`src/rtl/uart_cmd_pkg.sv`:
```
// Shared types and default parameter values for the UART command assembler.
package uart_cmd_pkg;

  typedef enum logic {
    RX_IDLE,
    RX_ACCUM
  } rx_state_t;

  typedef enum logic [1:0] {
    TX_IDLE,
    TX_SEND,
    TX_WAIT
  } tx_state_t;

  localparam int unsigned DEF_CMD_BYTES   = 2;
  localparam int unsigned DEF_RESP_BYTES  = 1;
  localparam int unsigned DEF_TIMEOUT_CYC = 65536;

endpackage

```
`src/rtl/resp_serializer.sv`:
```
// Response serializer: latches a multi-byte response word and hands it to the
// UART core one byte at a time, most significant byte first, pacing each byte
// on the core's tx_done pulse.
module resp_serializer
  import uart_cmd_pkg::*;
#(
  parameter int unsigned RESP_BYTES = DEF_RESP_BYTES
) (
  input  logic                    clk,
  input  logic                    rst_n,
  input  logic                    resp_trmt,
  input  logic [8*RESP_BYTES-1:0] resp_data,
  output logic                    resp_busy,
  output logic                    resp_tx_done,
  output logic                    trmt,
  output logic [7:0]              tx_data,
  input  logic                    tx_done
);

  localparam int unsigned RW     = 8 * RESP_BYTES;
  localparam int unsigned LEFT_W = $clog2(RESP_BYTES + 1);

  tx_state_t         tx_state;
  logic [RW-1:0]     shreg;
  logic [LEFT_W-1:0] bytes_left;

  // TX FSM: accept a response, then alternate byte start / wait for completion
  always_ff @(posedge clk) begin
    if (!rst_n) begin
      tx_state     <= TX_IDLE;
      shreg        <= '0;
      bytes_left   <= '0;
      resp_busy    <= 1'b0;
      resp_tx_done <= 1'b0;
      trmt         <= 1'b0;
      tx_data      <= '0;
    end else begin
      trmt         <= 1'b0;
      resp_tx_done <= 1'b0;
      case (tx_state)
        TX_IDLE: begin
          if (resp_trmt) begin
            shreg      <= resp_data;
            bytes_left <= LEFT_W'(RESP_BYTES);
            resp_busy  <= 1'b1;
            tx_state   <= TX_SEND;
          end
        end
        TX_SEND: begin
          trmt       <= 1'b1;
          tx_data    <= shreg[RW-1 -: 8];
          shreg      <= shreg << 8;
          bytes_left <= bytes_left - LEFT_W'(1);
          tx_state   <= TX_WAIT;
        end
        TX_WAIT: begin
          if (tx_done) begin
            if (bytes_left != '0) begin
              tx_state <= TX_SEND;
            end else begin
              resp_tx_done <= 1'b1;
              resp_busy    <= 1'b0;
              tx_state     <= TX_IDLE;
            end
          end
        end
        default: tx_state <= TX_IDLE;
      endcase
    end
  end

endmodule

```
`src/rtl/uart_cmd_assembler.sv`:
```
// UART command assembler: gathers CMD_BYTES received bytes into one command
// word (first byte in the MS byte) and serializes RESP_BYTES-byte responses.
// Define CMD_TIMEOUT_EN to discard a partial command after an inter-byte gap
// of TIMEOUT_CYC clock cycles.
module uart_cmd_assembler
  import uart_cmd_pkg::*;
#(
  parameter int unsigned CMD_BYTES   = DEF_CMD_BYTES,
  parameter int unsigned RESP_BYTES  = DEF_RESP_BYTES,
  parameter int unsigned TIMEOUT_CYC = DEF_TIMEOUT_CYC
) (
  input  logic                    clk,
  input  logic                    rst_n,
  input  logic                    rx_rdy,
  input  logic [7:0]              rx_data,
  output logic                    clr_rx_rdy,
  output logic [8*CMD_BYTES-1:0]  cmd,
  output logic                    cmd_rdy,
  input  logic                    clr_cmd_rdy,
  output logic                    cmd_ovr,
  output logic                    rx_timeout,
  input  logic                    resp_trmt,
  input  logic [8*RESP_BYTES-1:0] resp_data,
  output logic                    resp_busy,
  output logic                    resp_tx_done,
  output logic                    trmt,
  output logic [7:0]              tx_data,
  input  logic                    tx_done
);

  localparam int unsigned CW    = 8 * CMD_BYTES;
  localparam int unsigned CNT_W = $clog2(CMD_BYTES);

  rx_state_t        rx_state;
  logic [CNT_W-1:0] byte_cnt;
  logic [CW-1:0]    acc;
  logic [CW-1:0]    word_next;
  logic             cmd_done;
  logic             gap_hit;

  // Every byte offered by the UART core is consumed immediately.
  assign clr_rx_rdy = rx_rdy;

  assign word_next = {acc[CW-9:0], rx_data};
  assign cmd_done  = rx_rdy && (rx_state == RX_ACCUM) &&
                     (byte_cnt == CNT_W'(CMD_BYTES - 1));

`ifdef CMD_TIMEOUT_EN
  localparam int unsigned GAP_W = $clog2(TIMEOUT_CYC);

  logic [GAP_W-1:0] gap_cnt;

  // A byte arriving in the expiry cycle takes priority over the timeout.
  assign gap_hit = (rx_state == RX_ACCUM) && !rx_rdy &&
                   (gap_cnt == GAP_W'(TIMEOUT_CYC - 1));

  // Inter-byte gap counter; runs only while a command is partially assembled
  always_ff @(posedge clk) begin
    if (!rst_n) begin
      gap_cnt    <= '0;
      rx_timeout <= 1'b0;
    end else begin
      rx_timeout <= gap_hit;
      if (rx_rdy || (rx_state != RX_ACCUM) || gap_hit) begin
        gap_cnt <= '0;
      end else begin
        gap_cnt <= gap_cnt + GAP_W'(1);
      end
    end
  end
`else
  assign gap_hit    = 1'b0;
  assign rx_timeout = 1'b0;
`endif

  // RX FSM: shift bytes in, hand off completed words, flag dropped words
  always_ff @(posedge clk) begin
    if (!rst_n) begin
      rx_state <= RX_IDLE;
      byte_cnt <= '0;
      acc      <= '0;
      cmd      <= '0;
      cmd_rdy  <= 1'b0;
      cmd_ovr  <= 1'b0;
    end else begin
      cmd_ovr <= 1'b0;
      if (rx_rdy) begin
        if (rx_state == RX_IDLE) begin
          acc      <= word_next;
          byte_cnt <= CNT_W'(1);
          rx_state <= RX_ACCUM;
        end else if (cmd_done) begin
          acc      <= '0;
          byte_cnt <= '0;
          rx_state <= RX_IDLE;
          // A clear in the completion cycle frees the slot for the new word.
          if (cmd_rdy && !clr_cmd_rdy) begin
            cmd_ovr <= 1'b1;
          end else begin
            cmd <= word_next;
          end
        end else begin
          acc      <= word_next;
          byte_cnt <= byte_cnt + CNT_W'(1);
        end
      end else if (gap_hit) begin
        acc      <= '0;
        byte_cnt <= '0;
        rx_state <= RX_IDLE;
      end

      if (cmd_done) begin
        cmd_rdy <= 1'b1;
      end else if (clr_cmd_rdy) begin
        cmd_rdy <= 1'b0;
      end
    end
  end

  resp_serializer #(
    .RESP_BYTES(RESP_BYTES)
  ) u_resp_serializer (
    .clk         (clk),
    .rst_n       (rst_n),
    .resp_trmt   (resp_trmt),
    .resp_data   (resp_data),
    .resp_busy   (resp_busy),
    .resp_tx_done(resp_tx_done),
    .trmt        (trmt),
    .tx_data     (tx_data),
    .tx_done     (tx_done)
  );

endmodule
```
`config.mk`:
```
export PLATFORM = sky130hd
export DESIGN_NAME = uart_cmd_assembler
export DESIGN_NICKNAME = d
export VERILOG_FILES = /design/src/rtl/uart_cmd_pkg.sv /design/src/rtl/resp_serializer.sv /design/src/rtl/uart_cmd_assembler.sv
export SDC_FILE = /design/constraint.sdc
export NUM_CORES = 1
export LEC_CHECK = 0
export ABC_AREA = 1
export BUFFER_PORTS_ARGS = -buffer_cell sky130_fd_sc_hd__buf_4
export CAP_MARGIN = 30
export CORE_ASPECT_RATIO = 0.5
export CORE_MARGIN = 2
export CORE_UTILIZATION = 35
export DETAILED_ROUTE_END_ITERATION = 16
export PLACE_DENSITY = 0.68
export SLEW_MARGIN = 10
export SYNTH_ARGS = -nofsm -noshare
export SYNTH_HDL_FRONTEND = slang
export SYNTH_HIERARCHICAL = 1
export SYNTH_SLANG_ARGS = --single-unit
export TNS_END_PERCENT = 20
```
`constraint.sdc`:
```
create_clock -name clk -period 1.1 [get_ports clk]
set_input_delay 0.22 -clock clk [delete_from_list [all_inputs] [get_ports clk]]
set_output_delay 0.22 -clock clk [all_outputs]
set_load 0.005 [all_outputs]
```
; Word-level counts from Yosys, hierarchy flattened
; Index checks and enable logic that the tools add are counted.
[op_classes]
n_addsub = 2
n_eq_ne = 5
muxes = 22
bitwise_logic = 1
reduce_logical = 14
[ops]
columns = op, n
row1 = 2-to-1 mux 8 bit, 3
row2 = one-hot mux 8 bit (2 select lines), 1
row3 = 2-to-1 mux 1 bit, 13
row4 = AND reduction 4 bit, 3
row5 = "inequality test 2 bit, second input constant", 3
row6 = one-hot mux 2 bit (3 select lines), 1
row7 = nonzero test 2 bit, 3
row8 = 2-to-1 mux 2 bit, 2
row9 = one-hot mux 1 bit (2 select lines), 2
row10 = AND reduction 2 bit, 2
row11 = logical AND 1 bit, 3
row12 = AND reduction 3 bit, 1
row13 = "equality test 2 x 1 -> 1 bit, second input constant", 1
row14 = "equality test 2 bit, second input constant", 1
row15 = zero test 2 bit, 1
row16 = "adder 1 bit, second input constant", 1
row17 = zero test 1 bit, 1
row18 = NOT 1 bit, 1
row19 = "subtractor 1 bit, second input constant", 1
[totals]
ff_bits = 50
input_bits = 22
out_inout_bits = 31

; Depth between registers and ports, before layout
[logic_depth]
word_depth = 4
ltp_mapped = 6

; Hierarchy
; Netlist, hierarchy kept.
[by_module_without_submodules]
columns = module, instances, cells_per_inst, area_per_inst_um2, seq_area_each_um2
row1 = uart_cmd_assembler, 1, 158, 1144.8, 560.5
row2 = resp_serializer, 1, 101, 789.5, 440.4

; Least setup slack after synthesis
; OpenSTA, ideal clock, no wires.
[synth_path]
path_type = register to register
startpoint = register rx_state
endpoint = register cmd[10]
setup_time_ns = 0.113
arrival_time_ns = 0.921
required_ns = 0.987
slack_ns = 0.067
stages_incl_launch_ff = 7
n_path_buf = 1
cell_sequence = dfxtp_1 > nand2_2 > nor2_4 > buf_6 > nand3_1 > nand2_1 > nor2_1
[synth_via]
elab_chain_cells = 3
[synth_rtl]
columns = item, line
row1 = start: declaration, uart_cmd_assembler.sv:34  ; rx_state_t rx_state;
row2 = start signal: assignment, uart_cmd_assembler.sv:79  ; rx_state <= RX_IDLE;
row3 = start signal: assignment, uart_cmd_assembler.sv:91  ; rx_state <= RX_ACCUM;
row4 = start signal: assignment, uart_cmd_assembler.sv:95  ; rx_state <= RX_IDLE;
row5 = logical AND 1 bit (2 in a row), uart_cmd_assembler.sv:45  ; assign cmd_done = rx_rdy && (rx_state == RX_ACCUM) &&
row6 = AND reduction 4 bit (no source line) (*), --
row7 = end signal: assignment, uart_cmd_assembler.sv:100  ; cmd <= word_next;
row8 = end: declaration, uart_cmd_assembler.sv:17  ; output logic [8*CMD_BYTES-1:0] cmd,
; Every way passes the cells marked *; elsewhere a longest branch is shown, timed or not.
; A chain may end at the register's enable or synchronous reset.

; Final worst setup path
[layout_path]
startpoint = register u_resp_serializer.tx_state[1]
endpoint = register u_resp_serializer.shreg[1]
[layout_via]
elab_chain_cells = 3
[layout_rtl]
columns = item, line
row1 = start: declaration, resp_serializer.sv:23  ; tx_state_t tx_state;
row2 = start signal: assignment, resp_serializer.sv:30  ; tx_state <= TX_IDLE;
row3 = start signal: assignment, resp_serializer.sv:46  ; tx_state <= TX_SEND;
row4 = start signal: assignment, resp_serializer.sv:54  ; tx_state <= TX_WAIT;
row5 = equality test 2 x 1 -> 1 bit / zero test 2 bit (equally long branches), resp_serializer.sv:40  ; case (tx_state)
row6 = nonzero test 2 bit (no source line) / inequality test 2 bit (equally long branches), --
row7 = AND reduction 2 bit (no source line), --
row8 = end signal: assignment, resp_serializer.sv:43  ; shreg <= resp_data;
row9 = end signal: assignment, resp_serializer.sv:52  ; shreg <= shreg << 8;
row10 = end: declaration, resp_serializer.sv:24  ; logic [RW-1:0] shreg;
; Parallel ways exist; a longest one is shown, timed or not.

==> key figures <==
Worst setup path
  – Kind of critical path: register to register
  – CP Data Required Time: ~1.3 ns
  – Peak fanout along the critical path: 7
  – CP Capture Type: register
  – Reg2reg start: u_resp_serializer/tx_state[1]
  – Startpoint Class: register
  – CP Data Arrival Time: 1.23 ns
  – Worst Setup SP: u_resp_serializer/tx_state[1]

Global routing
  – Antenna violations before repair: 0
  – Global route hottest layer: met2
  – Met2 GRT Util: 24.8%
  – M1 GR Usage: between 15 and 20%
  – Met3 usage: 4.18%
  – Total GRT Usage: between 10 and 15%
  – Number of global-route vias before repair: approximately 1500
  – Grt total ovfl: 0
  – Pin count of the biggest net entering global routing: 19
  – First-pass GRT wire length: between 6 and 7 mm

CTS
  – CTS tree: yes
  – CTS Buf Count: 5
  – Cts repair resizes: 1
  – # Post-CTS Setup Buffers: 0
  – Worst skew pair latency: 0.29 ns
  – CTS Buffer Depth: 2
  – # clock sinks: 50
  – H-tree depth: 2
  – Root buf cell: clkbuf_8
  – # hold bufs at CTS: 0
  – Reg clk slew, reported paths: 0.08 ns

Floorplanning
  – Cell Rows: 19
  – Die Area: between 6000 and 7000 sq um
  – Die H: 56.6 um
  – Core area: 5400 sq um
  – Starting Density: 35.8%
  – I/O pin cnt: 53
  – Die X-Extent: approximately 110 um

Min path
  – Hold path startpoint: resp_data[3]
  – HP Class: input port to register

Placed design
  – Post-DP HPWL: 3.25 mm
  – Routability cong.: 0.749
  – # port buffers: between 50 and 60

Logic synthesis
  – Cell count after synthesis: 259
  – Ys Warns: 6
  – Syn Nets: 281
  – Unique cell type count in the Yosys netlist: 19
  – Number of synthesized register bits: 50
  – Sequential element share of the synthesized area: between 50% and 60%
  – Mean Syn Cell Area: 7.47 sq um
  – Cell Area, Synth: 1930 sq um

Detailed routing
  – DR vias: 1742
  – Antenna viol nets, final: 0
  – Routed WL per cell: 10.7 um
  – Vias/cell: 4.47
  – Initial DRC Count: 23
  – Drt pass-1 iters: 4
  – Total routed wirelength: roughly 4.2 mm
  – DR DRC count: 0

Timing
  – Setup tns final: 0 ns
  – Skew final: approximately 0.0042 ns
  – RSZ-0062 raised after global routing: true
  – Endpoints failing setup: 0
  – Final hold violations: 0
  – Max-slew violations: 0
  – Final worst-path cycle share: a little over nine tenths
  – Tmin final: 1.05 ns
  – FMAX: about 0.95 GHz

Finish
  – Antenna Cells: 0
  – Total Nets Final: 340
  – Layout area overhead: 31.8%
  – Share of post-route cells with drive strength above 1: approximately 26%

Status
  – Status: finished, final reports clean

Flow run
  – Total of max-cap violations: 0

Power and ir drop
  – Worst IR drop on VDD: about 0.54 mV
  – Pleak: between 1 and 1.5 nW
  – Power density cells: 1470 nW/um^2
  – Tot Pwr: between 0.003 and 0.004 W
[synthesized netlist by cell type]
cell | instances | share of area, %
nor2_1 | 63 | 12
dfxtp_1 | 50 | 52
nand2_1 | 37 | 7.2
nand3_1 | 29 | 7.5
inv_1 | 26 | 5.0
a21oi_1 | 20 | 5.2
o21ai_0 | 10 | 2.6
buf_2 | 4 | 1.0
buf_4 | 3 | 1.2
nand2_2 | 3 | 0.97
nor2_4 | 3 | 1.7
buf_6 | 2 | 1.2
inv_2 | 2 | 0.39
nor3_1 | 2 | 0.52
clkbuf_1 | 1 | 0.19
conb_1 | 1 | 0.19
nand3_2 | 1 | 0.52
nand4_1 | 1 | 0.32
nor2_2 | 1 | 0.32
[sequential cells by signal, indices dropped and copies added, names as in the netlist]
signal and cells:
cmd 16, acc 8, u_resp_serializer/shreg 8, u_resp_serializer/tx_data 8
u_resp_serializer/tx_state 2, byte_cnt 1, cmd_ovr 1, cmd_rdy 1
rx_state 1, u_resp_serializer/bytes_left 1, u_resp_serializer/resp_busy 1, u_resp_serializer/resp_tx_done 1
u_resp_serializer/trmt 1
[final timing paths]
| kind | cells past startpoint | endpoint | slack (ns) |
|---|---|---|---|
| worst min register to register | 2 | u_resp_serializer/resp_busy | 0.45 |
| worst max register to register | 5 | u_resp_serializer/shreg[1] | 0.05 |
| worst min-delay path | 3 | u_resp_serializer/shreg[3] | 0.15 |
| worst max-delay path | 5 | u_resp_serializer/shreg[1] | 0.05 |
[cells in the final DEF, fill, tap and decap left out]
| cell type | n |
|---|---|
| nand2_1 | 37 |
| dfxtp_1 | 49 |
| nand3_2 | 1 |
| buf_12 | 3 |
| nor2_2 | 3 |
| clkbuf_8 | 6 |
| o21ai_1 | 1 |
| dfxtp_2 | 1 |
| inv_1 | 25 |
| o21ai_0 | 9 |
| nor2_4 | 3 |
| inv_2 | 3 |
| buf_4 | 59 |
| nand4_1 | 1 |
| nor3_1 | 2 |
| nor2_1 | 61 |
| nand2_2 | 3 |
| conb_1 | 1 |
| a21oi_1 | 20 |
| nand3_1 | 29 |
[cell families (layout without fill, tap and decap cells)]
group	count (synthesis)	count (layout)	share of synthesized area (%)
AO/OA/AOI/OAI	30	30	7.76
buffers and inverters	38	96	8.99
flip-flops	50	50	51.7
other	1	1	0.194
AND/OR/NAND/NOR	140	140	31.3
[report_power, final]
group,leakage [nW],internal [W],switching [W],total (W)
clock network,0.0431,0.000485,0.000533,0.00102
logic,0.724,0.000326,0.000332,0.000659
registers,0.411,0.00197,0.0000950,0.00207
[per-layer routing]
layer	wire, um	share of wire, %
met5	0	0
met4	48	1.2
met3	260	6.3
met2	2080	50
met1	1780	43
[worst max-delay path: stages, from the launching register on]
cell and delay, ns:
dfxtp_1 0.37, buf_4 0.16, nor2_4 0.12, inv_1 0.08
nand2_2 0.13, a21oi_1 0.08
[stage by stage]
stage               utilization, %  hold slack (ns)  instances  cell area, sq um  setup WS [ns]
finish                        47.2            0.152        390              2550         0.0507
global route                  47.2            0.159        390              2550        -0.0172
CTS                           47.2            0.145        390              2540         0.0113
detailed placement            45.6            0.440        384              2460         0.0141
global placement              45.6            0.440        384              2460         0.0793
floorplan                        -            0.358        259              1930         0.0666
[layout make-up]
class	instances	area [sq um]
clock buffers	6	82.6
inverters	28	105
repair buffers	62	503
fillers	539	2850
multi-input cells	171	764
well taps	73	91.3
flip-flops and latches	50	1000
Note: power is estimated with default switching activity, not from simulation.
